===== config.mk =====
export PLATFORM = sky130hd
export DESIGN_NAME = uart_tx_fifo
export DESIGN_NICKNAME = d
export VERILOG_FILES = /design/src/rtl/uart_pkg.sv /design/src/rtl/sync_fifo.sv /design/src/rtl/uart_tx_fifo.sv
export SDC_FILE = /design/constraint.sdc
export NUM_CORES = 1
export LEC_CHECK = 0
export ABC_AREA = 1
export CAP_MARGIN = 15
export CORE_MARGIN = 3
export CORE_UTILIZATION = 40
export DETAILED_ROUTE_END_ITERATION = 6
export GPL_TIMING_DRIVEN = 0
export HOLD_SLACK_MARGIN = 0.08
export REMOVE_ABC_BUFFERS = 1
export SYNTH_ARGS = -nofsm -noshare
export SYNTH_HDL_FRONTEND = slang
export SYNTH_SLANG_ARGS = --single-unit

===== constraint.sdc =====
create_clock -name clock -period 3.6 [get_ports clock]
set_input_delay 0.54 -clock clock [delete_from_list [all_inputs] [get_ports clock]]
set_output_delay 0.54 -clock clock [all_outputs]
set_load 0.02 [all_outputs]

===== src/rtl/uart_pkg.sv =====
// Shared UART definitions: frame width, transmitter state encoding and
// the baud divisor helper used by both the transmit and receive paths.
package uart_pkg;

  localparam int UART_DATA_BITS = 8;

  typedef enum logic [1:0] {IDLE, START, DATA, STOP} uart_tx_state_t;

  // Clock cycles per bit, rounded to the nearest integer.
  function automatic int clks_per_bit(input int clock_hz, input int baud);
    return (clock_hz + baud / 2) / baud;
  endfunction

endpackage


===== src/rtl/sync_fifo.sv =====
// Single-clock FIFO with occupancy count; pushes while full and pops while
// empty are ignored, so there is no pass-through when full.
module sync_fifo #(
  parameter int WIDTH = 8,
  parameter int DEPTH = 16,
  localparam int PTR_W = $clog2(DEPTH),
  localparam int CNT_W = $clog2(DEPTH + 1)
) (
  input  logic             clock,
  input  logic             reset_n,
  input  logic             push,
  input  logic [WIDTH-1:0] wr_data,
  input  logic             pop,
  output logic [WIDTH-1:0] rd_data,
  output logic             full,
  output logic             empty,
  output logic [CNT_W-1:0] count
);

  logic [WIDTH-1:0] mem [DEPTH];
  logic [PTR_W-1:0] wr_ptr;
  logic [PTR_W-1:0] rd_ptr;
  logic             do_push;
  logic             do_pop;

  assign full    = (count == CNT_W'(DEPTH));
  assign empty   = (count == '0);
  assign do_push = push && !full;
  assign do_pop  = pop && !empty;
  assign rd_data = mem[rd_ptr];

  always_ff @(posedge clock) begin
    if (do_push) begin
      mem[wr_ptr] <= wr_data;
    end
  end

  // DEPTH is a power of two, so pointers wrap by natural overflow.
  always_ff @(posedge clock or negedge reset_n) begin
    if (!reset_n) begin
      wr_ptr <= '0;
      rd_ptr <= '0;
      count  <= '0;
    end else begin
      if (do_push) wr_ptr <= wr_ptr + PTR_W'(1);
      if (do_pop)  rd_ptr <= rd_ptr + PTR_W'(1);
      case ({do_push, do_pop})
        2'b10:   count <= count + CNT_W'(1);
        2'b01:   count <= count - CNT_W'(1);
        default: count <= count;
      endcase
    end
  end

endmodule


===== src/rtl/uart_tx_fifo.sv =====
// Buffered 8N1 UART transmitter: a byte FIFO feeding a serializer that
// sends frames LSB first, back-to-back with no idle gap between them.
//   state | meaning
//   IDLE  | line high, waiting for the FIFO to hold a byte
//   START | start bit (low) on the line
//   DATA  | data bits, shift_reg[0] on the line
//   STOP  | stop bit (high); pops the next byte directly if one is queued
module uart_tx_fifo
  import uart_pkg::*;
#(
  parameter int CLOCK_HZ   = 27_000_000,
  parameter int BAUD       = 115_200,
  parameter int FIFO_DEPTH = 16,
  localparam int CNT_W     = $clog2(FIFO_DEPTH + 1)
) (
  input  logic                      clock,
  input  logic                      reset_n,
  input  logic [UART_DATA_BITS-1:0] in_data,
  input  logic                      in_valid,
  output logic                      in_ready,
  output logic                      uart_tx,
  output logic                      busy,
  output logic [CNT_W-1:0]          fifo_count
);

  localparam int CLKS_PER_BIT = clks_per_bit(CLOCK_HZ, BAUD);
  localparam int BAUD_W = (CLKS_PER_BIT < 2) ? 1 : $clog2(CLKS_PER_BIT);
  localparam int IDX_W = $clog2(UART_DATA_BITS);
  localparam logic [BAUD_W-1:0] BAUD_LOAD = BAUD_W'(CLKS_PER_BIT - 1);
  localparam logic [IDX_W-1:0] LAST_BIT = IDX_W'(UART_DATA_BITS - 1);

  if (CLKS_PER_BIT < 2) begin : g_bad_baud
    $error("uart_tx_fifo: CLKS_PER_BIT must be at least 2");
  end
  if ((FIFO_DEPTH < 2) || ((FIFO_DEPTH & (FIFO_DEPTH - 1)) != 0)) begin : g_bad_depth
    $error("uart_tx_fifo: FIFO_DEPTH must be a power of two and >= 2");
  end

  uart_tx_state_t            state;
  logic [BAUD_W-1:0]         baud_cnt;
  logic [IDX_W-1:0]          bit_idx;
  logic [UART_DATA_BITS-1:0] shift_reg;
  logic [UART_DATA_BITS-1:0] fifo_rd_data;
  logic                      fifo_full;
  logic                      fifo_empty;
  logic                      fifo_pop;
  logic                      bit_end;

  assign in_ready = reset_n && !fifo_full;
  assign bit_end  = (baud_cnt == '0);
  assign fifo_pop = !fifo_empty && ((state == IDLE) || ((state == STOP) && bit_end));
  assign busy     = (state != IDLE) || !fifo_empty;

  sync_fifo #(
    .WIDTH (UART_DATA_BITS),
    .DEPTH (FIFO_DEPTH)
  ) u_fifo (
    .clock   (clock),
    .reset_n (reset_n),
    .push    (in_valid && in_ready),
    .wr_data (in_data),
    .pop     (fifo_pop),
    .rd_data (fifo_rd_data),
    .full    (fifo_full),
    .empty   (fifo_empty),
    .count   (fifo_count)
  );

  always_ff @(posedge clock or negedge reset_n) begin
    if (!reset_n) begin
      state     <= IDLE;
      baud_cnt  <= '0;
      bit_idx   <= '0;
      shift_reg <= '0;
      uart_tx   <= 1'b1;
    end else begin
      case (state)
        IDLE: begin
          uart_tx <= 1'b1;
          if (fifo_pop) begin
            shift_reg <= fifo_rd_data;
            baud_cnt  <= BAUD_LOAD;
            uart_tx   <= 1'b0;
            state     <= START;
          end
        end
        START: begin
          if (bit_end) begin
            baud_cnt <= BAUD_LOAD;
            bit_idx  <= '0;
            uart_tx  <= shift_reg[0];
            state    <= DATA;
          end else begin
            baud_cnt <= baud_cnt - BAUD_W'(1);
          end
        end
        DATA: begin
          if (bit_end) begin
            baud_cnt <= BAUD_LOAD;
            if (bit_idx == LAST_BIT) begin
              uart_tx <= 1'b1;
              state   <= STOP;
            end else begin
              shift_reg <= shift_reg >> 1;
              bit_idx   <= bit_idx + IDX_W'(1);
              uart_tx   <= shift_reg[1];
            end
          end else begin
            baud_cnt <= baud_cnt - BAUD_W'(1);
          end
        end
        STOP: begin
          if (bit_end) begin
            // Chain straight into the next start bit when a byte is waiting.
            if (fifo_pop) begin
              shift_reg <= fifo_rd_data;
              baud_cnt  <= BAUD_LOAD;
              uart_tx   <= 1'b0;
              state     <= START;
            end else begin
              state <= IDLE;
            end
          end else begin
            baud_cnt <= baud_cnt - BAUD_W'(1);
          end
        end
        default: state <= IDLE;
      endcase
    end
  end

endmodule


==> summary.md <==
| Metric | Value |
|---|---|
| Status | `finished, final reports clean` |
| Clk sinks | `163` |
| Final HPWL DP | `9976 um` |
| Maximum clock frequency | `0.3575 GHz` |
| Die width | `141.7 um` |
| Initial antenna violation count | `0` |
| Min Tclk post-route | `2797 ps` |
| Area delta synth->final | `13.18%` |
| Number of max-cap violations | `0` |
| Post-CTS sizing | `0` |
| R2R depth | `13` |
| Clock buffer count from CTS | `17` |
| Clock skew | `11.79 ps` |
| DR vias/cell | `5.203` |
| WP buf/inv | `1` |
| Detailed-route DRC error count | `0` |
| Initial core utilization | `0.4171` |
| CTS clk-pin slew, worst paths | `70 ps` |
| Synth Flop Type | `edfxtp_1` |
| Post-Syn Instances | `698` |
| DR pass1 iterations | `5` |
| Avg Synthesized Cell Area | `10.55 um2` |
| Synth top area share | `0.5219` |
| Worst Path Max Fanout | `8` |
| Number of synthesized flops with an enable pin | `128` |
| Placed insts | `916` |
| Post-Syn Area | `7365 um2` |
| Type of origin of the critical path | `flip-flop` |
| Final #Nets | `740` |
| Synth area leader | `edfxtp_1` |
| Fillers | `1636` |
| Worst hold path class | `in -> async` |
| First-pass GRT wire length | `25300 um` |
| Static leakage | `0.003263 uW` |
| Port bufs | `18` |
| Crit path arrival time | `3110 ps` |
| Reg-to-Reg Start | `baud_cnt[0]` |
| Most Frequent Cell on Critical Path | `ha_1` |
| Least-Margin Pin Slew | `894.1 ps` |
| Slowest-stage cell, CP | `dfrtp_1` |
| Design Power | `4500 uW` |
| ANT cells | `0` |
| Vias in the first global route | `4878` |
| Top cells by area, synth | `edfxtp_1, dfrtp_1, nor2_1, nand2_1, o21ai_0` |
| R2R Path End | `u_fifo.count[4]` |
| Synth async-reset ratio | `0.2147` |
| Routed WL | `15910 um` |
| Setup CP Type | `reg -> reg` |
| Final Wtd Congestion | `0.8454` |
| Layout cells sized above 1 | `0.07607` |
| GRT Util Overall | `0.1656` |
| Max_slew headroom | `0.4030` |
| Crit path cell chain | `inv_1 > ha_1 > nand2_2 > nor2_4 > nand3_4 > a21oi_4 > ha_1 > ha_1 > a21oi_1 > o21bai_1 > a21oi_1 > o21ai_0 > xnor2_1` |
| Internal reg-to-reg setup slack | `800 ps` |
| Area occupied by multi-input gates | `2268 um2` |
| Std cell rows | `48` |
| Post-synthesis cell type count | `36` |
| Final cell count without fillers | `948` |
| Sequential Area | `4722 um2` |
| Core Area | `17660 um2` |
| Root buffer cell | `clkbuf_16` |
| DR iter-0 viols | `378` |
| Register area share after synthesis | `0.6410` |
| Die area | `20080 um2` |
| Ys Warns | `0` |
| Avg WL per Cell | `16.78 um` |
| Final Cycle Share | `0.7770` |
| RSZ-0062 raised after global routing | `false` |
| Max-slew violation count | `0` |
| VDD IR max | `0.3944 mV` |
| Die height | `141.7 um` |
| Total gr overflow | `0` |
| Largest net degree at the start of global routing | `50` |
| Clk buf depth | `2` |
| Setup bufs post-CTS | `0` |
| Final Hold Fails | `0` |
| Max FFs per register | `128` |
| Pwr Density | `539.8 nW/um2` |
| Final setup fails | `0` |
| Worst path top cell family by delay | `adder cells` |
| CP peak stage delay | `400 ps` |
| CTS tree | `yes` |
| CTS H-tree lvls | `4` |
| DR vias | `4932` |
| Worst EP required | `3910 ps` |
| I/O pin cnt | `19` |
| Final ANT Viol Nets | `0` |
| CP Capture Type | `flip-flop` |
| Clk_lat worst skew | `430 ps` |
| # hold bufs at CTS | `0` |
| Flops & latches, synth | `163` |
[per-stage QoR]
stage	util	TNS, ps	instance area (um2)	hold WS, ps	setup slack [ps]
2_1_floorplan	-	0	7226	244.4	523.7
3_3_place_gp	0.4354	-75710	7687	462.8	-1349
3_5_place_dp	0.4374	0	7724	465.8	397.8
4_1_cts	0.4721	0	8335	244.2	772.9
5_1_grt	0.4721	0	8335	281.8	530.6
6_report	0.4721	0	8335	220.9	802.8
[layout by cell type (no fill, tap or decap), types with 2 or more instances in the layout]
cell type        Yosys  routed
edfxtp_1           128     128
nor2_1             125     125
nand2_1            110     110
o21ai_0             71      71
nand3_1             59      59
inv_1               56      55
dfrtp_1             34      33
ha_1                18      18
clkbuf_16            0      17
clkdlybuf4s50_1      0      17
o211ai_1            14      14
a21oi_1              9       9
xor2_1               7       7
inv_2                4       5
inv_8                0       5
nand2_4              4       4
inv_6                0       4
nor2_4               3       3
nand4_1              3       3
xnor2_1              3       3
o22ai_1              3       3
clkinv_1             3       3
a21oi_4              2       2
nor3_1               2       2
a32o_1               2       2
nor2_2               2       2
bufinv_16            0       2
clkinvlp_4           0       2
buf_12               0       2
[worst reg2reg max path, cell delays in order (launching register included)]
cell      delay [ps]
dfrtp_1          400
inv_1            100
ha_1             230
nand2_2           90
nor2_4           160
nand3_4          130
a21oi_4          270
ha_1             330
ha_1             310
a21oi_1          160
o21bai_1          90
a21oi_1          150
o21ai_0          120
xnor2_1          140
[logic make-up (layout without fill, tap and decap cells)]
family	Yosys count	count (layout)	share of synthesized area
xor gates and xnor gates	10	10	0.01189
muxes	1	1	0.001359
AOI/OAI and AO/OA	105	105	0.08206
buffers and inverters	90	115	0.05097
and+or+nand+nor	310	310	0.1794
adders and majority gates	19	19	0.03330
DFF	163	163	0.6410
[synthesized netlist by cell type, drive strengths merged (2+ instances only)]
cell type  count
xor2           7
o22ai          3
nand3         60
clkinv         3
xnor2          3
a32o           2
nor2         130
o21ai         73
inv           60
nor3           2
dfrtp         34
a21oi         11
o211ai        14
nand2        115
nand4          3
clkbuf         7
edfxtp       128
ha            18
buf           20
[report_power, final]
group | total [uW] | internal, uW | leakage, uW | switching, uW
Clock | 1860 | 1060 | 0.000295 | 798
Sequential | 2230 | 2160 | 0.00156 | 71.6
Combinational | 415 | 141 | 0.00141 | 274
Total | 4500 | 3360 | 0.00326 | 1140
[cell type report]
class                   instances  share of cell area
flip-flops and latches        163              0.5665
multi-input cells             445              0.2721
clock buffers                  18             0.05149
well taps                     225             0.03377
inverters                      63             0.02837
repair buffers                 20             0.02582
clock inverters                14             0.02192
[per-layer routing]
metal	global-route usage	vias to the layer above	wire, um
li1	-	2392	-
met1	0.2129	2396	7021
met2	0.2741	118	7753
met3	0.03370	26	783
met4	0.06919	0	349
met5	0	-	0
[how the worst max path moves through the flow]
stage | from | to | slack, ps | cells after the start
finish | baud_cnt[0] | u_fifo.count[4] | 800 | 13
global route | baud_cnt[0] | u_fifo.count[4] | 530 | 13
CTS | baud_cnt[0] | u_fifo.count[4] | 770 | 13
detailed placement | reset_n | u_fifo.count[4] | 400 | 11
global placement | u_fifo.rd_ptr[0] | shift_reg[3] | -1350 | 7
floorplan | u_fifo.rd_ptr[0] | shift_reg[1] | 520 | 9
No activity file was read; power rests on OpenSTA's default activity.
